### config.mk
export PLATFORM = sky130hd
export DESIGN_NAME = nonogram_loader
export DESIGN_NICKNAME = d
export VERILOG_FILES = /design/src/rtl/nonogram_loader.sv
export SDC_FILE = /design/constraint.sdc
export NUM_CORES = 1
export LEC_CHECK = 0
export CAP_MARGIN = 30
export CELL_PAD_IN_SITES_DETAIL_PLACEMENT = 0
export CELL_PAD_IN_SITES_GLOBAL_PLACEMENT = 1
export CORE_MARGIN = 4
export CORE_UTILIZATION = 36
export CTS_CLUSTER_DIAMETER = 100
export CTS_CLUSTER_SIZE = 20
export DETAILED_ROUTE_END_ITERATION = 6
export DONT_BUFFER_PORTS = 1
export GPL_ROUTABILITY_DRIVEN = 0
export PLACE_DENSITY_LB_ADDON = 0.1
export SLEW_MARGIN = 30
export SYNTH_ARGS = -nofsm -noshare
export SYNTH_HDL_FRONTEND = slang
export SYNTH_SLANG_ARGS = --single-unit
export TNS_END_PERCENT = 5
### constraint.sdc
create_clock -name clk -period 9.56 [get_ports clk]
set_clock_uncertainty 0.1 [all_clocks]
set_input_delay 0.478 -clock clk [delete_from_list [all_inputs] [get_ports clk]]
set_output_delay 0.478 -clock clk [all_outputs]
set_load 0.05 [all_outputs]
### src/rtl/nonogram_loader.sv
// nonogram_loader: frame parser between the UART byte receiver and the
// solver's clue memory. Validates dimensions, counts, clues and checksum,
// streams counts/clues to memory, and pulses load_done or load_err per frame.
module nonogram_loader #(
   parameter int MAX_DIM        = 15,
   parameter int MAX_CLUES      = 8,
   parameter int TIMEOUT_CYCLES = 1_000_000,
   localparam int DW = $clog2(MAX_DIM + 1),
   localparam int LW = $clog2(2 * MAX_DIM),
   localparam int SW = $clog2(MAX_CLUES)
) (
   input  logic          clk,
   input  logic          rst,
   input  logic          rx_valid,
   input  logic [7:0]    rx_data,
   input  logic          solver_busy,
   output logic          cnt_we,
   output logic          clue_we,
   output logic [LW-1:0] clue_line,
   output logic [SW-1:0] clue_slot,
   output logic [7:0]    clue_val,
   output logic [DW-1:0] rows,
   output logic [DW-1:0] cols,
   output logic          busy,
   output logic          load_done,
   output logic          load_err,
   output logic [1:0]    err_code
);

   localparam int CW = $clog2(MAX_CLUES + 1);
   localparam int TW = (TIMEOUT_CYCLES > 1) ? $clog2(TIMEOUT_CYCLES) : 1;

   localparam logic [7:0]    SYNC        = 8'hA5;
   localparam logic [7:0]    MAX_DIM_B   = 8'(MAX_DIM);
   localparam logic [7:0]    MAX_CLUES_B = 8'(MAX_CLUES);
   localparam logic [TW-1:0] TMO_LAST    = TW'(TIMEOUT_CYCLES - 1);

   typedef enum logic [2:0] {S_IDLE, S_ROWS, S_COLS, S_COUNT, S_CLUE, S_CHECK} state_t;
   typedef enum logic [1:0] {ERR_TIMEOUT = 2'd0, ERR_DIM = 2'd1, ERR_CLUE = 2'd2, ERR_CSUM = 2'd3} err_t;

   state_t        state_q, state_d;
   logic [DW-1:0] rows_q, rows_d, cols_q, cols_d;
   logic [LW-1:0] line_q, line_d;
   logic [SW-1:0] slot_q, slot_d;
   logic [CW-1:0] ncl_q, ncl_d;
   logic [7:0]    xor_q, xor_d;
   logic [TW-1:0] tmo_q, tmo_d;
   logic          cnt_we_q, cnt_we_d, clue_we_q, clue_we_d;
   logic [LW-1:0] clue_line_q, clue_line_d;
   logic [SW-1:0] clue_slot_q, clue_slot_d;
   logic [7:0]    clue_val_q, clue_val_d;
   logic          busy_q, busy_d, load_done_q, load_done_d, load_err_q, load_err_d;
   err_t          err_code_q, err_code_d;

   // Frame geometry helpers: index of the final line, the current line's
   // length (rows carry column-count clues and vice versa), last clue of line.
   logic [LW-1:0] last_line;
   logic [7:0]    line_len;
   logic          last_clue;

   assign last_line = LW'(rows_q) + LW'(cols_q) - LW'(1);
   assign line_len  = (line_q < LW'(rows_q)) ? 8'(cols_q) : 8'(rows_q);
   assign last_clue = (CW'(slot_q) + CW'(1)) == ncl_q;

   // Next-state, validation, timeout and registered-output computation.
   always_comb begin
      logic err_v;
      err_t code_v;
      logic adv_v;
      // NOTE: every value written here gets a default first, so no path can infer a latch.
      state_d     = state_q;
      rows_d      = rows_q;
      cols_d      = cols_q;
      line_d      = line_q;
      slot_d      = slot_q;
      ncl_d       = ncl_q;
      xor_d       = xor_q;
      tmo_d       = tmo_q;
      cnt_we_d    = 1'b0;
      clue_we_d   = 1'b0;
      clue_line_d = clue_line_q;
      clue_slot_d = clue_slot_q;
      clue_val_d  = clue_val_q;
      load_done_d = 1'b0;
      load_err_d  = 1'b0;
      err_code_d  = err_code_q;
      err_v       = 1'b0;
      code_v      = ERR_TIMEOUT;
      adv_v       = 1'b0;

      // Idle-gap watchdog; an arriving byte always beats the limit.
      if (state_q == S_IDLE || rx_valid) begin
         tmo_d = '0;
      end else if (tmo_q == TMO_LAST) begin
         tmo_d  = '0;
         err_v  = 1'b1;
         code_v = ERR_TIMEOUT;
      end else begin
         tmo_d = tmo_q + TW'(1);
      end

      if (rx_valid) begin
         case (state_q)
            S_IDLE: begin
               if (rx_data == SYNC && !solver_busy) begin
                  state_d = S_ROWS;
                  xor_d   = '0;
               end
            end
            S_ROWS: begin
               xor_d = xor_q ^ rx_data;
               if (rx_data == 8'd0 || rx_data > MAX_DIM_B) begin
                  err_v  = 1'b1;
                  code_v = ERR_DIM;
               end else begin
                  rows_d  = rx_data[DW-1:0];
                  state_d = S_COLS;
               end
            end
            S_COLS: begin
               xor_d = xor_q ^ rx_data;
               if (rx_data == 8'd0 || rx_data > MAX_DIM_B) begin
                  err_v  = 1'b1;
                  code_v = ERR_DIM;
               end else begin
                  cols_d  = rx_data[DW-1:0];
                  line_d  = '0;
                  state_d = S_COUNT;
               end
            end
            S_COUNT: begin
               xor_d = xor_q ^ rx_data;
               if (rx_data > MAX_CLUES_B) begin
                  err_v  = 1'b1;
                  code_v = ERR_CLUE;
               end else begin
                  cnt_we_d    = 1'b1;
                  clue_line_d = line_q;
                  clue_slot_d = '0;
                  clue_val_d  = rx_data;
                  if (rx_data == 8'd0) begin
                     adv_v = 1'b1;
                  end else begin
                     ncl_d   = rx_data[CW-1:0];
                     slot_d  = '0;
                     state_d = S_CLUE;
                  end
               end
            end
            S_CLUE: begin
               xor_d = xor_q ^ rx_data;
               if (rx_data == 8'd0 || rx_data > line_len) begin
                  err_v  = 1'b1;
                  code_v = ERR_CLUE;
               end else begin
                  clue_we_d   = 1'b1;
                  clue_line_d = line_q;
                  clue_slot_d = slot_q;
                  clue_val_d  = rx_data;
                  if (last_clue) adv_v = 1'b1;
                  else           slot_d = slot_q + SW'(1);
               end
            end
            S_CHECK: begin
               if (rx_data == xor_q) begin
                  load_done_d = 1'b1;
                  state_d     = S_IDLE;
               end else begin
                  err_v  = 1'b1;
                  code_v = ERR_CSUM;
               end
            end
            default: state_d = S_IDLE;
         endcase
      end

      if (adv_v) begin
         if (line_q == last_line) begin
            state_d = S_CHECK;
         end else begin
            line_d  = line_q + LW'(1);
            state_d = S_COUNT;
         end
      end

      if (err_v) begin
         load_err_d = 1'b1;
         err_code_d = code_v;
         state_d    = S_IDLE;
      end

      busy_d = (state_d != S_IDLE);
   end

   // State and output registers with synchronous reset.
   always_ff @(posedge clk) begin
      if (rst) begin
         state_q     <= S_IDLE;
         rows_q      <= '0;
         cols_q      <= '0;
         line_q      <= '0;
         slot_q      <= '0;
         ncl_q       <= '0;
         xor_q       <= '0;
         tmo_q       <= '0;
         cnt_we_q    <= 1'b0;
         clue_we_q   <= 1'b0;
         clue_line_q <= '0;
         clue_slot_q <= '0;
         clue_val_q  <= '0;
         busy_q      <= 1'b0;
         load_done_q <= 1'b0;
         load_err_q  <= 1'b0;
         err_code_q  <= ERR_TIMEOUT;
      end else begin
         // NOTE: non-blocking assignments so every flop samples pre-edge values.
         state_q     <= state_d;
         rows_q      <= rows_d;
         cols_q      <= cols_d;
         line_q      <= line_d;
         slot_q      <= slot_d;
         ncl_q       <= ncl_d;
         xor_q       <= xor_d;
         tmo_q       <= tmo_d;
         cnt_we_q    <= cnt_we_d;
         clue_we_q   <= clue_we_d;
         clue_line_q <= clue_line_d;
         clue_slot_q <= clue_slot_d;
         clue_val_q  <= clue_val_d;
         busy_q      <= busy_d;
         load_done_q <= load_done_d;
         load_err_q  <= load_err_d;
         err_code_q  <= err_code_d;
      end
   end

   assign cnt_we    = cnt_we_q;
   assign clue_we   = clue_we_q;
   assign clue_line = clue_line_q;
   assign clue_slot = clue_slot_q;
   assign clue_val  = clue_val_q;
   assign rows      = rows_q;
   assign cols      = cols_q;
   assign busy      = busy_q;
   assign load_done = load_done_q;
   assign load_err  = load_err_q;
   assign err_code  = err_code_q;

endmodule
**Word-level counts from Yosys, hierarchy flattened**

Cells that the tools add are included.

- Add/subtract/negate cells: 6
- Magnitude comparators: 4
- Eq/ne operators: 15
- Mux-type cells: 57
- Bitwise operators: 8
- Reduce and logical (&&, ||, !) cells: 22

Operator list:

| cell | number |
|---|---|
| $mux 3 | 16 |
| $mux 5 | 7 |
| $pmux 8 s2 | 2 |
| $mux 8 | 3 |
| $add 20x1->20 const B | 1 |
| $eq 20x20->1 const B | 1 |
| $pmux 3 s6 | 1 |
| $mux 1 | 17 |
| $gt 8x4->1 const B | 2 |
| $pmux 3 s2 | 2 |
| $reduce_or 3->1 | 4 |
| $pmux 5 s2 | 1 |
| $reduce_and 3->1 | 3 |
| $eq 8x8->1 | 1 |
| $eq 8x8->1 const B | 1 |
| $gt 8x4->1 | 1 |
| $logic_not 8->1 | 1 |
| $mux 2 | 4 |
| $ne 2x2->1 const B | 4 |
| $pmux 2 s4 | 1 |
| $reduce_and 4->1 | 2 |
| $xor 8x8->8 | 1 |
| $not 1->1 | 7 |
| $eq 3x2->1 const B | 2 |
| other kinds (23) | 27 |

- Bits in registers: 74
- Input port bits: 12
- Output and inout bits: 31
- Word-level logic and storage cells: 129

**Depth between registers and ports, before layout**

- Depth after elaboration: 10
- Depth in mapped cells: 15
- Mapped depth without buffers: 14

**Worst setup path before layout**

OpenSTA, ideal clock, no wires.

- Kind: flip-flop to flip-flop
- From: reg rows_q[1], in the netlist rows[1]
- To: reg line_q[0]
- Setup time: 70 ps
- Arrival time: 3,751 ps
- Required time: 9,390 ps
- Setup slack: 5,639 ps
- Cell stages (with the launch flop): 14
- Path buffers: 0
- Period minus slack after synthesis: 3,921 ps
- Cells stage by stage: dfxtp_1 inv_1 ha_1 a21o_1 a21o_1 a211oi_1 a21oi_1 ha_1 nor2b_1 a2111oi_2 o211a_1 a22oi_2 or3_1 a21boi_1

- Longest elaborated chain between the ends: 8
- Elaborated cells between the ends (all ways): 12
- Those cells by class: 2 x add/sub; 2 x order compare; 1 x eq/ne; 6 x mux; 1 x reduce/logical

Ends and longest elaborated chain:

| element | line | text |
|---|---|---|
| start, declared | 42 | `logic [DW-1:0] rows_q, rows_d, cols_q, cols_d;` |
| start signal, assigned | 218 | `rows_q <= rows_d;` |
| $lt 5x4->1 | 62 | `assign line_len = (line_q < LW'(rows_q)) ? 8'(cols_q) : 8'(rows_q);` |
| $mux 4 | 62 |  |
| $gt 8x4->1 | 152 | `if (rx_data == 8'd0 \|\| rx_data > line_len) begin` |
| $logic_or 1x1->1 | 152 |  |
| $mux 1 | 152 |  |
| $pmux 1 s2 | 103 | `case (state_q)` |
| $mux 1 | 102 | `if (rx_valid) begin` |
| $mux 5 * | 177 | `if (adv_v) begin` |
| end signal, assigned | 220 | `line_q <= line_d;` |
| end, declared | 43 | `logic [LW-1:0] line_q, line_d;` |

Every way passes the cells marked *; elsewhere a longest branch is shown, timed or not.
A chain may end at the register's enable or synchronous reset.

**Worst setup path in the final report**

- From: reg rows_q[1], in the netlist rows[1]
- To: reg clue_val_q[6], in the netlist clue_val[6]

- Longest elaborated chain between the ends: 6

Ends and longest elaborated chain:

| element | line | text |
|---|---|---|
| $lt 5x4->1 | 62 |  |
| $mux 4 * | 62 |  |
| $gt 8x4->1 * | 152 |  |
| $logic_or 1x1->1 * | 152 |  |
| $ne 2x2->1 (no line) * | -- |  |
| $reduce_and 4->1 (no line) * | -- |  |
| end signal, assigned | 229 | `clue_val_q <= clue_val_d;` |
| end, declared | 51 | `logic [7:0] clue_val_q, clue_val_d;` |

Marked as above.

==> metrics.txt <==
global-route wire length before repair between 15000 and 20000 um; Net Sw Power approximately 0.00014 W; clock buffer count from CTS 9; n_diodes 0; global-route usage over all layers 16.19%; vias in the first global route between 3000 and 4000; cts hold-fix bufs 0; core area 10840 um^2; IO buf count 0; initial antenna violation count 0; status finished clean; highest achievable clock rate 217.8 MHz; Antenna Nets Post-Route 0; Synth Instances 485; part of the power in registers a little over half; cell chain of the critical path inv_1, ha_1, a21o_1, a21o_1, a211oi_1, nor2_1, a21oi_1, ha_1, nor2b_1, a2111oi_2, o211ai_1, a21oi_2, nor2_1, and2_1; Worst Path Class, Setup flop to flop; sequential-to-total area share from yosys stat around 37%; violation count after the first detailed-route iteration 263; share of final-layout standard cells stronger than drive strength 1 between 7 and 8%; total negative setup slack 0 ns; Hold Vio Cnt, Final 0; Die Outline Area 12780 um^2; Clock Sinks between 70 and 80; post-DR wirelength/cell 16.20 um; HPWL after detailed placement 7189 um; pin count of the biggest net entering global routing 49; total power per unit cell area 138.9 nW/um^2; post-DR vias/cell 5.243; Initial Util 36.65%; remaining max-slew budget at the tightest pin around half; worst endpoint data arrival time ~4.8 ns; met1 Usage GRT roughly a fifth; number of gates resized after cts 0; post-detailed-route DRC marker count 0; peak supply drop 0.05216 mV; highest net fanout along the worst path 13; vertical extent of the die 113.0 um; internal portion of total power 0.0004479 W; Max stage delay on crit path 0.66 ns; global-route met3 utilization 3.743%; number of enable flip-flop cells after synthesis 0; Slowest-stage cell, CP dfxtp_1; total of flip-flops plus latches after synthesis 74; unrepaired setup endpoints after global routing false; Filler Cell Count 1122; most instantiated flip-flop cell in the synthesis netlist dfxtp_1; Top Ports 43; final net count 507; depth of the CTS H-tree 3; Avg Cell Area, Syn 8.191 um^2; via total after detailed routing 3261; cell type group with the largest total delay on the critical path compound AO/OA/AOI/OAI gates; Setup Buffers After CTS 0; Setup crit end kind flop; netlist area before placement 3973 um^2; count of synthesis-stage warnings from yosys 0; count of standard-cell rows 38; global-route layer with the greatest usage met2; power share of the combinational group 3.9%; Longest Clk Path Bufs 2; Clock Tree Root clkbuf_8; first-pass iteration count of the detailed router 4; clock slew at the register clock pins of the worst setup and hold paths around 0.080 ns; syn nets around 520; switching part of the total between 20% and 30%; worst-margin pin slew 0.7592 ns; max-cap violations 0; worst-skew pair later-pin latency 0.37 ns; Pins Over Slew Limit 0; clock tree from TritonCTS done; Min-Delay Path Class input port to flop; final critical delay including setup and external delays 4.590 ns; most frequent standard cell in the layout excluding fill and tap cells dfxtp_1; count of different cell masters after synthesis 61; Clk pwr share a little over two fifths; worst path required time ~9.7 ns; share of the cycle needed by the critical path after routing between 40% and 50%; met2 track demand over resource in global routing around a quarter; overflow left after global routing 0; share of flip-flops with an asynchronous set or reset 0%; worst path bufs/invs 1; leakage power 1.461 nW; setup violation total in the final timing report 0; kind of start point of the critical path flop; top library cells by usage in the layout, fill and taps aside 74 x dfxtp_1, 65 x nand2_1, 52 x nor2_1, 41 x a21oi_1, 23 x xor2_1; Total Wirelength between 10000 and 15000 um; area added between synthesis and finish 7.370%; x dimension of the die about 110 um; post-layout total power 0.0005925 W
==> registers in the layout, indices dropped and copies added (netlist names) <==
name / count
cols: 4
state_q: 3
rows: 4
slot_q: 3
clue_slot: 3
cnt_we: 1
clue_val: 8
tmo_q: 20
load_err: 1
clue_line: 5
clue_we: 1
xor_q: 8
busy: 1
line_q: 5
load_done: 1
err_code: 2
ncl_q: 4
==> per-stage QoR <==
step	util [%]	setup WS, ns	hold WS (ns)	cells	area (um^2)
3_3_place_gp	37.48	5.066	0.3428	606	4063
3_5_place_dp	37.48	4.953	0.3485	606	4063
6_report	39.35	4.970	0.05999	622	4265
2_1_floorplan	-	5.639	0.3297	485	3973
5_1_grt	39.35	4.540	0.04046	622	4265
4_1_cts	39.35	4.946	0.04372	622	4265
==> metal layers <==
| metal | wire, um | vias to the layer above |
|---|---|---|
| li1 | - | 1676 |
| met1 | 4809 | 1499 |
| met2 | 4500 | 69 |
| met3 | 487 | 17 |
| met4 | 277 | 0 |
| met5 | 0 | - |
==> power groups by stage <==
stage               clock network [W]  logic [W]  registers (W)
finish                       0.000253  0.0000234       0.000316
global route                 0.000274  0.0000266       0.000316
CTS                          0.000264  0.0000235       0.000316
detailed placement                  0  0.0000233       0.000323
global placement                    0  0.0000233       0.000323
floorplan                           0  0.0000244       0.000322
==> logic make-up (layout without fill, tap and decap cells) <==
group	Yosys count	in the layout	synth area share, %
simple gates	210	210	27.15
fa+ha+maj	18	18	5.858
buf+inv	41	38	4.220
mux	11	11	2.803
xor+xnor	34	34	7.496
compound gates	97	97	15.18
flops	74	74	37.29
==> final cells by class <==
type	instances	area [um^2]	share of cell area [%]
clock buffer	10	137.6	3.227
clock inverter	6	65.06	1.525
inverter	22	82.58	1.936
multi-input combinational	370	2323	54.47
sequential	74	1481	34.73
tap	140	175.2	4.107
==> synthesized netlist by cell type, types with 4 or more instances <==
master	number	area [um^2]
a21o_1	4	30.03
a21oi_1	41	205.2
and2_1	6	37.54
buf_2	5	25.02
clkbuf_1	12	45.04
dfxtp_1	74	1481
ha_1	17	212.7
inv_1	22	82.58
mux2i_1	10	100.1
nand2_1	65	244.0
nand2b_1	6	37.54
nand3_1	16	80.08
nand3b_1	10	75.07
nand4_1	10	62.56
nor2_1	52	195.2
nor3_1	9	45.04
nor4_1	4	25.02
o21ai_0	21	105.1
or2_2	4	25.02
or3_1	8	50.05
xnor2_1	11	96.34
xor2_1	23	201.4
==> worst paths after layout <==
path | start | to | slack [ns] | cells past startpoint
worst max-delay path | rows[1] | clue_val[6] | 4.97 | 14
worst min-delay path | rst | clue_val[0] | 0.06 | 1
worst max register to register | rows[1] | clue_val[6] | 4.97 | 14
worst min register to register | tmo_q[0] | tmo_q[0] | 0.37 | 1
Note: power is estimated with default switching activity, not from simulation.
